### config.mk
export PLATFORM = sky130hd
export DESIGN_NAME = hidden_layer_serializer
export DESIGN_NICKNAME = d
export VERILOG_FILES = /design/src/rtl/hidden_layer_serializer_pkg.sv /design/src/rtl/hidden_layer_serializer_width_adapt.sv /design/src/rtl/hidden_layer_serializer.sv
export SDC_FILE = /design/constraint.sdc
export NUM_CORES = 1
export LEC_CHECK = 0
export CORE_MARGIN = 5
export CORE_UTILIZATION = 40
export DETAILED_ROUTE_END_ITERATION = 8
export PLACE_DENSITY = 0.76
export REMOVE_ABC_BUFFERS = 1
export SLEW_MARGIN = 15
export SYNTH_ARGS = -nofsm -noshare
export SYNTH_HDL_FRONTEND = slang
export SYNTH_SLANG_ARGS = --single-unit
### constraint.sdc
create_clock -name clk -period 5.6 [get_ports clk]
set_input_delay 1.12 -clock clk [delete_from_list [all_inputs] [get_ports clk]]
set_output_delay 1.12 -clock clk [all_outputs]
set_load 0.005 [all_outputs]
### src/rtl/hidden_layer_serializer_pkg.sv
// rtl/hidden_layer_serializer_pkg.sv - shared widths, state encoding and defaults for the hidden-layer serializer
`ifndef dataWidth
`define dataWidth 16
`endif
`ifndef ROM_bitwidth
`define ROM_bitwidth 8
`endif

package hidden_layer_serializer_pkg;

   localparam logic HLS_COLLECT = 1'b0;
   localparam logic HLS_STREAM  = 1'b1;

   localparam int HLS_DEFAULT_NEURONS = 64;

   typedef enum logic {
      ST_COLLECT = HLS_COLLECT,
      ST_STREAM  = HLS_STREAM
   } hls_state_e;

endpackage

### src/rtl/hidden_layer_serializer_width_adapt.sv
// rtl/hidden_layer_serializer_width_adapt.sv - unsigned width adapter; HLS_SAT_EN selects saturation over truncation
module hls_width_adapt #(
   parameter int IN_WIDTH  = 8,
   parameter int OUT_WIDTH = 16
) (
   input  logic [IN_WIDTH-1:0]  din,
   output logic [OUT_WIDTH-1:0] dout
);

   generate
      if (IN_WIDTH <= OUT_WIDTH) begin : g_extend
         assign dout = OUT_WIDTH'(din);
      end else begin : g_narrow
`ifdef HLS_SAT_EN
         assign dout = (|din[IN_WIDTH-1:OUT_WIDTH]) ? {OUT_WIDTH{1'b1}} : din[OUT_WIDTH-1:0];
`else
         // Upper bits are intentionally dropped when truncating.
         logic unused_high;
         assign unused_high = ^din[IN_WIDTH-1:OUT_WIDTH];
         assign dout        = din[OUT_WIDTH-1:0];
`endif
      end
   endgenerate

endmodule

### src/rtl/hidden_layer_serializer.sv
// rtl/hidden_layer_serializer.sv - collects one hidden layer's neuron outputs and streams them in index order
// Narrowing behaviour when IN_WIDTH > OUT_WIDTH is selected by HLS_SAT_EN.
`ifndef dataWidth
`define dataWidth 16
`endif
`ifndef ROM_bitwidth
`define ROM_bitwidth 8
`endif

module hidden_layer_serializer
   import hidden_layer_serializer_pkg::*;
#(
   parameter int NUM_NEURONS = HLS_DEFAULT_NEURONS,
   parameter int IN_WIDTH    = `ROM_bitwidth,
   parameter int OUT_WIDTH   = `dataWidth
) (
   input  logic                            clk,
   input  logic                            rst_n,
   input  logic [NUM_NEURONS-1:0]          in_valid,
   input  logic [NUM_NEURONS*IN_WIDTH-1:0] in_data,
   output logic [OUT_WIDTH-1:0]            out_data,
   output logic                            out_valid,
   input  logic                            out_ready,
   output logic                            out_last,
   output logic                            layer_done,
   output logic                            overrun,
   input  logic                            clear_overrun
);

   localparam int IDX_W = (NUM_NEURONS > 1) ? $clog2(NUM_NEURONS) : 1;
   localparam logic [IDX_W-1:0] LAST_IDX = IDX_W'(NUM_NEURONS - 1);

   hls_state_e state, state_next;

   logic [IN_WIDTH-1:0]    buf_q    [NUM_NEURONS];
   logic [IN_WIDTH-1:0]    buf_next [NUM_NEURONS];
   logic [NUM_NEURONS-1:0] mask, mask_next;
   logic [IDX_W-1:0]       idx, idx_next, idx_inc;

   logic                   handshake, last_hs, mask_full, overrun_event;
   logic                   load_word;
   logic                   out_valid_next, out_last_next;
   logic [IN_WIDTH-1:0]    word_sel;
   logic [OUT_WIDTH-1:0]   word_adapt, out_data_next;

   assign handshake     = out_valid & out_ready;
   assign last_hs       = handshake & (idx == LAST_IDX);
   assign mask_full     = &mask;
   assign overrun_event = (state == ST_STREAM) & (|in_valid);
   assign idx_inc       = idx + 1'b1;

   // Captures that land on the transition edge are forwarded so word 0 sees them.
   always_comb begin
      for (int i = 0; i < NUM_NEURONS; i++) begin
         buf_next[i] = buf_q[i];
         if (state == ST_COLLECT && in_valid[i]) begin
            buf_next[i] = in_data[i*IN_WIDTH +: IN_WIDTH];
         end
      end
   end

   always_comb begin
      state_next     = state;
      mask_next      = mask;
      idx_next       = idx;
      out_valid_next = out_valid;
      out_last_next  = out_last;
      load_word      = 1'b0;
      word_sel       = buf_next[0];
      case (state)
         ST_COLLECT: begin
            mask_next = mask | in_valid;
            if (mask_full) begin
               state_next     = ST_STREAM;
               idx_next       = '0;
               out_valid_next = 1'b1;
               out_last_next  = 1'b0;
               load_word      = 1'b1;
               word_sel       = buf_next[0];
            end
         end
         ST_STREAM: begin
            if (handshake) begin
               if (idx == LAST_IDX) begin
                  state_next     = ST_COLLECT;
                  mask_next      = '0;
                  idx_next       = '0;
                  out_valid_next = 1'b0;
                  out_last_next  = 1'b0;
               end else begin
                  idx_next      = idx_inc;
                  out_last_next = (idx_inc == LAST_IDX);
                  load_word     = 1'b1;
                  word_sel      = buf_q[idx_inc];
               end
            end
         end
         default: state_next = ST_COLLECT;
      endcase
   end

   hls_width_adapt #(
      .IN_WIDTH  (IN_WIDTH),
      .OUT_WIDTH (OUT_WIDTH)
   ) u_adapt (
      .din  (word_sel),
      .dout (word_adapt)
   );

   always_comb begin
      out_data_next = out_data;
      if (load_word) begin
         out_data_next = word_adapt;
      end else if (last_hs) begin
         out_data_next = '0;
      end
   end

   always_ff @(posedge clk or negedge rst_n) begin
      if (!rst_n) begin
         state      <= ST_COLLECT;
         mask       <= '0;
         idx        <= '0;
         out_valid  <= 1'b0;
         out_data   <= '0;
         out_last   <= 1'b0;
         layer_done <= 1'b0;
         overrun    <= 1'b0;
      end else begin
         state      <= state_next;
         mask       <= mask_next;
         idx        <= idx_next;
         out_valid  <= out_valid_next;
         out_data   <= out_data_next;
         out_last   <= out_last_next;
         layer_done <= last_hs;
         // A new event wins over a same-cycle clear.
         overrun    <= overrun_event | (overrun & ~clear_overrun);
      end
   end

   // Stale buffer contents are harmless: the mask gates every use.
   always_ff @(posedge clk) begin
      for (int i = 0; i < NUM_NEURONS; i++) begin
         buf_q[i] <= buf_next[i];
      end
   end

endmodule

# After elaboration in Yosys (flattened, before gate mapping)
# Memories as Yosys holds them, arrays and structs flattened.
# Cells that the tools add are included.
# totals
inputBits,580
memories,1
word_cells,246
ff_bits,91
ramBits,512
# mem_list
memory,words,width,read_ports,rd_clocked_by_memory_dff,wr,line,text
buf_q,64,8,2,0,64,hidden_layer_serializer.sv:35,logic [IN_WIDTH-1:0] buf_q [NUM_NEURONS];
# classes
n_eq_ne,68
add_sub_neg,1
n_bitwise,8
reduce_logical,70
mux,90
# ops
op,n
2-to-1 mux 8 bit,66
2-to-1 mux 64 bit,2
one-hot mux 64 bit (2 select lines),1
logical AND 1 bit,64
bitwise OR 64 bit,1
AND reduction 64 bit,1
OR reduction 64 bit,1
"inequality test 1 bit, second input constant",63
2-to-1 mux 16 bit,2
2-to-1 mux 6 bit,3
one-hot mux 8 bit (2 select lines),1
"equality test 6 bit, second input constant",2
one-hot mux 6 bit (2 select lines),1
2-to-1 mux 1 bit,10
one-hot mux 1 bit (2 select lines),4
"adder 6 x 1 -> 6 bit, second input constant",1
bitwise AND 1 bit,4
"inequality test 2 x 1 -> 1 bit, second input constant",2
AND reduction 2 bit,2
AND reduction 3 bit,1
"inequality test 2 bit, second input constant",1
inverter 1 bit,2
nonzero test 2 bit,1
bitwise OR 1 bit,1

# Longest topological paths before layout
# logic_depth
word_depth,7
ltp_mapped,14
depth_no_buf,8

# Modules after synthesis
# A second synthesis with hierarchy kept.
# unflattened
cells_unflattened,1372
hier_area_um2,23963.0
# by_module_without_submodules
mod,seq_area_each_um2,n_inst,area_each_um2,cells_per_inst
hidden_layer_serializer,17571.9,1,23839.1,1355
hls_width_adapt,0.0,1,123.9,17

# Least setup slack after synthesis
# No wires, ideal clock.
# synth_timing
path_type,register to register
start,reg idx[0]
end,reg out_data[5]
n_path_buf,5
stages_incl_launch_ff,13
arrival_ns,3.041
slack_ns,2.438
t_required_ns,5.478
path_cell_list,dfrtp_1 > buf_6 > buf_6 > buf_2 > inv_2 > ha_1 > buf_2 > clkbuf_1 > mux4_2 > mux4_2 > nand2_1 > nand4b_1 > a32o_1
# synth_via
elab_chain_len,6
# synth_rtl
item,line,text
start: declaration,hidden_layer_serializer.sv:38,"logic [IDX_W-1:0] idx, idx_next, idx_inc;"
start signal: assignment,hidden_layer_serializer.sv:132,idx <= idx_next;
adder 6 x 1 -> 6 bit,hidden_layer_serializer.sv:50,assign idx_inc = idx + 1'b1;
memory (64 x 8 bit),-,
2-to-1 mux 8 bit,hidden_layer_serializer.sv:84,if (idx == LAST_IDX) begin
2-to-1 mux 8 bit,hidden_layer_serializer.sv:83,if (handshake) begin
one-hot mux 8 bit (2 select lines),hidden_layer_serializer.sv:70,case (state)
2-to-1 mux 16 bit,hidden_layer_serializer.sv:112,if (load_word) begin
end signal: assignment,hidden_layer_serializer.sv:134,out_data <= out_data_next;
end: declaration,hidden_layer_serializer.sv:21,"output logic [OUT_WIDTH-1:0] out_data,"
# Several ways; a longest one is shown, not always the timed one.
# A chain may end at the register's enable or synchronous reset.

# Final worst setup path
# layout_timing
start,reg idx[0]
end,reg out_data[2]
# Same word-level chain as after synthesis.

==> metrics.md <==
| Metric | Value |
|---|---|
| Slew @ Worst Pin | 1.25 ns |
| Critical path type | reg2reg |
| Final HPWL DP | 63.7 mm |
| GR Overflow Total | 0 |
| Worst Reg2Reg Path Length in Cells | 8 |
| Worst-skew pair later-pin latency | 0.64 ns |
| Number of synthesized flops with an enable pin | 504 |
| Leakage power | 10.9 nW |
| P&R area growth vs syn | 38.7% |
| Slowest CP cell | dfrtp_4 |
| R2r setup slk | 1.41 ns |
| Synth top area share | 65.0% |
| Status | completed |
| CP peak stage delay | 0.85 ns |
| DR iter-0 viols | 1407 |
| Worst VDD drop | 0.273 mV |
| Chip Width | 251 µm |
| PostCTS Resize Cnt | 0 |
| Post-CTS Setup Bufs | 0 |
| Hold buffers post-CTS | 0 |
| Max Cap Viol | 0 |
| Syn Inst Count | 1214 |
| Dominant synthesized flop cell | edfxtp_1 |
| Initial antenna violation count | 13 |
| Worst path cell trace | inv_2 -> ha_4 -> buf_12 -> mux4_2 -> mux4_2 -> nor4_1 -> nor3_1 -> a32o_1 |
| Max clock buf depth | 3 |
| Power Dens Cells | 291 mW/mm² |
| I/O Buffers | 591 |
| Detailed Routing Iterations Pass 1 | 5 |
| Hold Crit Class | reg2reg |
| Root buffer cell | clkbuf_16 |
| Setup-failing EPs final | 0 |
| Area leader, netlist | edfxtp_1 |
| Final max-slew violation count | 0 |
| Total power draw | 9.39 mW |
| Sink Count | 595 |
| Fin Hold WS | 0.494 ns |
| Top cells by count, synth | edfxtp_1, nor2_1, mux4_2, dfrtp_1, nor2b_1 |
| Final Instance Count excl. Fillers | 2677 |
| Clk_skew | 0.0287 ns |
| DRT Wirelength | 83.0 mm |
| Post-DRT Antenna Nets | 0 |
| R2R Path Start | idx[0] |
| Critical Path Sink Type | register |
| Dominant cell by count in the synthesized netlist | edfxtp_1 |
| Avg Cell Area, Syn | 19.2 µm² |
| Routability cong. | 0.963 |
| Initial Util | 40.4% |
| Min Tclk post-route | 4.19 ns |
| CTS tree | yes |
| Final setup margin | 1.41 ns |
| CTS buffer count | 61 |
| RSZ-0062 raised after global routing | false |
| Vias | 14.6k |
| Worst hold path depth | 1 |
| Die ar. | 0.0632 mm² |
| FFs w/ async S/R, synth | 13.9% |
| First-pass GRT wire length | 114 mm |
| Required @ worst endpoint | 6.10 ns |
| CP most frequent cell | mux4_2 |
| Synthesized area | 0.0233 mm² |
| Placed cells | 2553 |
| I/O Pins | 600 |
| H-tree depth | 2 |
| Vias per cell | 5.46 |
| Pre-CTS setup slack | 1.42 ns |
| Largest net degree at the start of global routing | 72 |
| Die height | 251 µm |
| Area contributors post-synth | edfxtp_1, mux4_2, dfrtp_1 |
| Share of cells above drive strength 1 | 16.5% |
| Worst hold start | out_data[4] |
| Core Util, Final | 56.0% |
| Crit path DAT | 4.69 ns |
| Number of global-route vias before repair | 15.9k |
| CTS clk-pin slew, worst paths | 0.06 ns |
| Core area | 0.0577 mm² |
| FP Rows | 88 |
| Crit path max fanout | 71 |
| Synth unique cells | 51 |
| Final hold vios | 0 |
| Max-slew headroom | 16.5% |
| Post-synthesis register bit count | 595 |
| Final nets | 2433 |
| WHS Endpoint | out_data[4] |
| Crit start category | register |
| Sequential fraction of the synthesis area | 74.6% |
| Routed wire per std cell | 31.0 µm |
| Yosys warning count | 0 |
| Fmax | 0.239 GHz |
| Period utilization | 74.8% |
| Drt drc | 0 |
| GRT Total Usage | 25.7% |
| Critical R2R Capture | out_data[2] |
[flip-flops by register name, indices dropped and copies added (netlist names), 6 cells and up]
register and count:
buf_q 512, mask 64, out_data 8, idx 6
[kinds of logic (layout without fill, tap and decap cells)]
family          after synthesis  in the layout  synth area share (%)
mux                         173            173                  15.2
flops                       595            595                  74.6
buf+inv                      69            752                  1.57
compound gates               57             57                  1.87
simple gates                311            311                  6.46
fa+ha+maj                     2              2                 0.107
other cells                   1             16                0.0161
xor+xnor                      6              6                 0.258
[metal layers]
layer | GRT usage (%) | vias to the layer above | share of wire, %
met5 | 0 | - | 0.059
met4 | 10.1 | 8 | 3.9
met3 | 7.75 | 157 | 10
met2 | 43.1 | 949 | 50
met1 | 31.4 | 7364 | 36
li1 | - | 6137 | -
[final cells by class]
type / count / area, µm²
Clock buffer: 69 / 1560
Fill cell: 4461 / 25400
Multi-Input combinational cell: 557 / 5730
Antenna cell: 8 / 20.0
Tap cell: 765 / 957
Sequential cell: 595 / 17400
Inverter: 6 / 22.5
Timing Repair Buffer: 630 / 6220
Clock inverter: 47 / 432
[metrics by stage]
stage	area, µm²	TNS (ns)
after floorplan	23000	-140.14
after global placement	30200	0
after detailed placement	30300	0
after CTS	32300	0
after global routing	32300	0
final	32300	0
[worst max-delay path by stage]
stage | start | end | slack (ns) | cells after the start
floorplan | idx[0] | out_data[0] | -3.69 | 7
global placement | idx[0] | out_data[6] | 1.17 | 8
detailed placement | idx[0] | out_data[1] | 1.42 | 8
CTS | idx[0] | out_data[2] | 1.38 | 8
global route | idx[0] | out_data[2] | 1.13 | 8
finish | idx[0] | out_data[2] | 1.41 | 8
[where the power goes]
part	switching (mW)	internal, mW	leakage, nW
clock network	1.75	2.28	0.966
registers	0.0129	4.83	5.59
logic	0.139	0.373	4.39
total	1.91	7.48	10.9
[critical path: cells and delay by family, from the launching register on]
family,cells,cell delay (ns)
flops,1,0.85
fa+ha+maj,1,0.72
compound gates,1,0.26
mux,2,0.99
simple gates,2,0.37
buf+inv,2,0.67
[placed cells by master, fill, tap and decap left out, types with 11 or more instances in the layout]
cell and instances:
nor4_1 19, clkdlybuf4s50_1 590, mux2i_1 22, nor2b_2 11, clkbuf_16 61, clkinv_2 16, dfrtp_1 81, clkinv_1 11
edfxtp_1 504, buf_4 38, mux4_2 143, nor2_1 145, nand4_1 19, nand2_1 25, nand3_1 14, nor2b_1 53
Note: power is estimated with default switching activity, not from simulation.
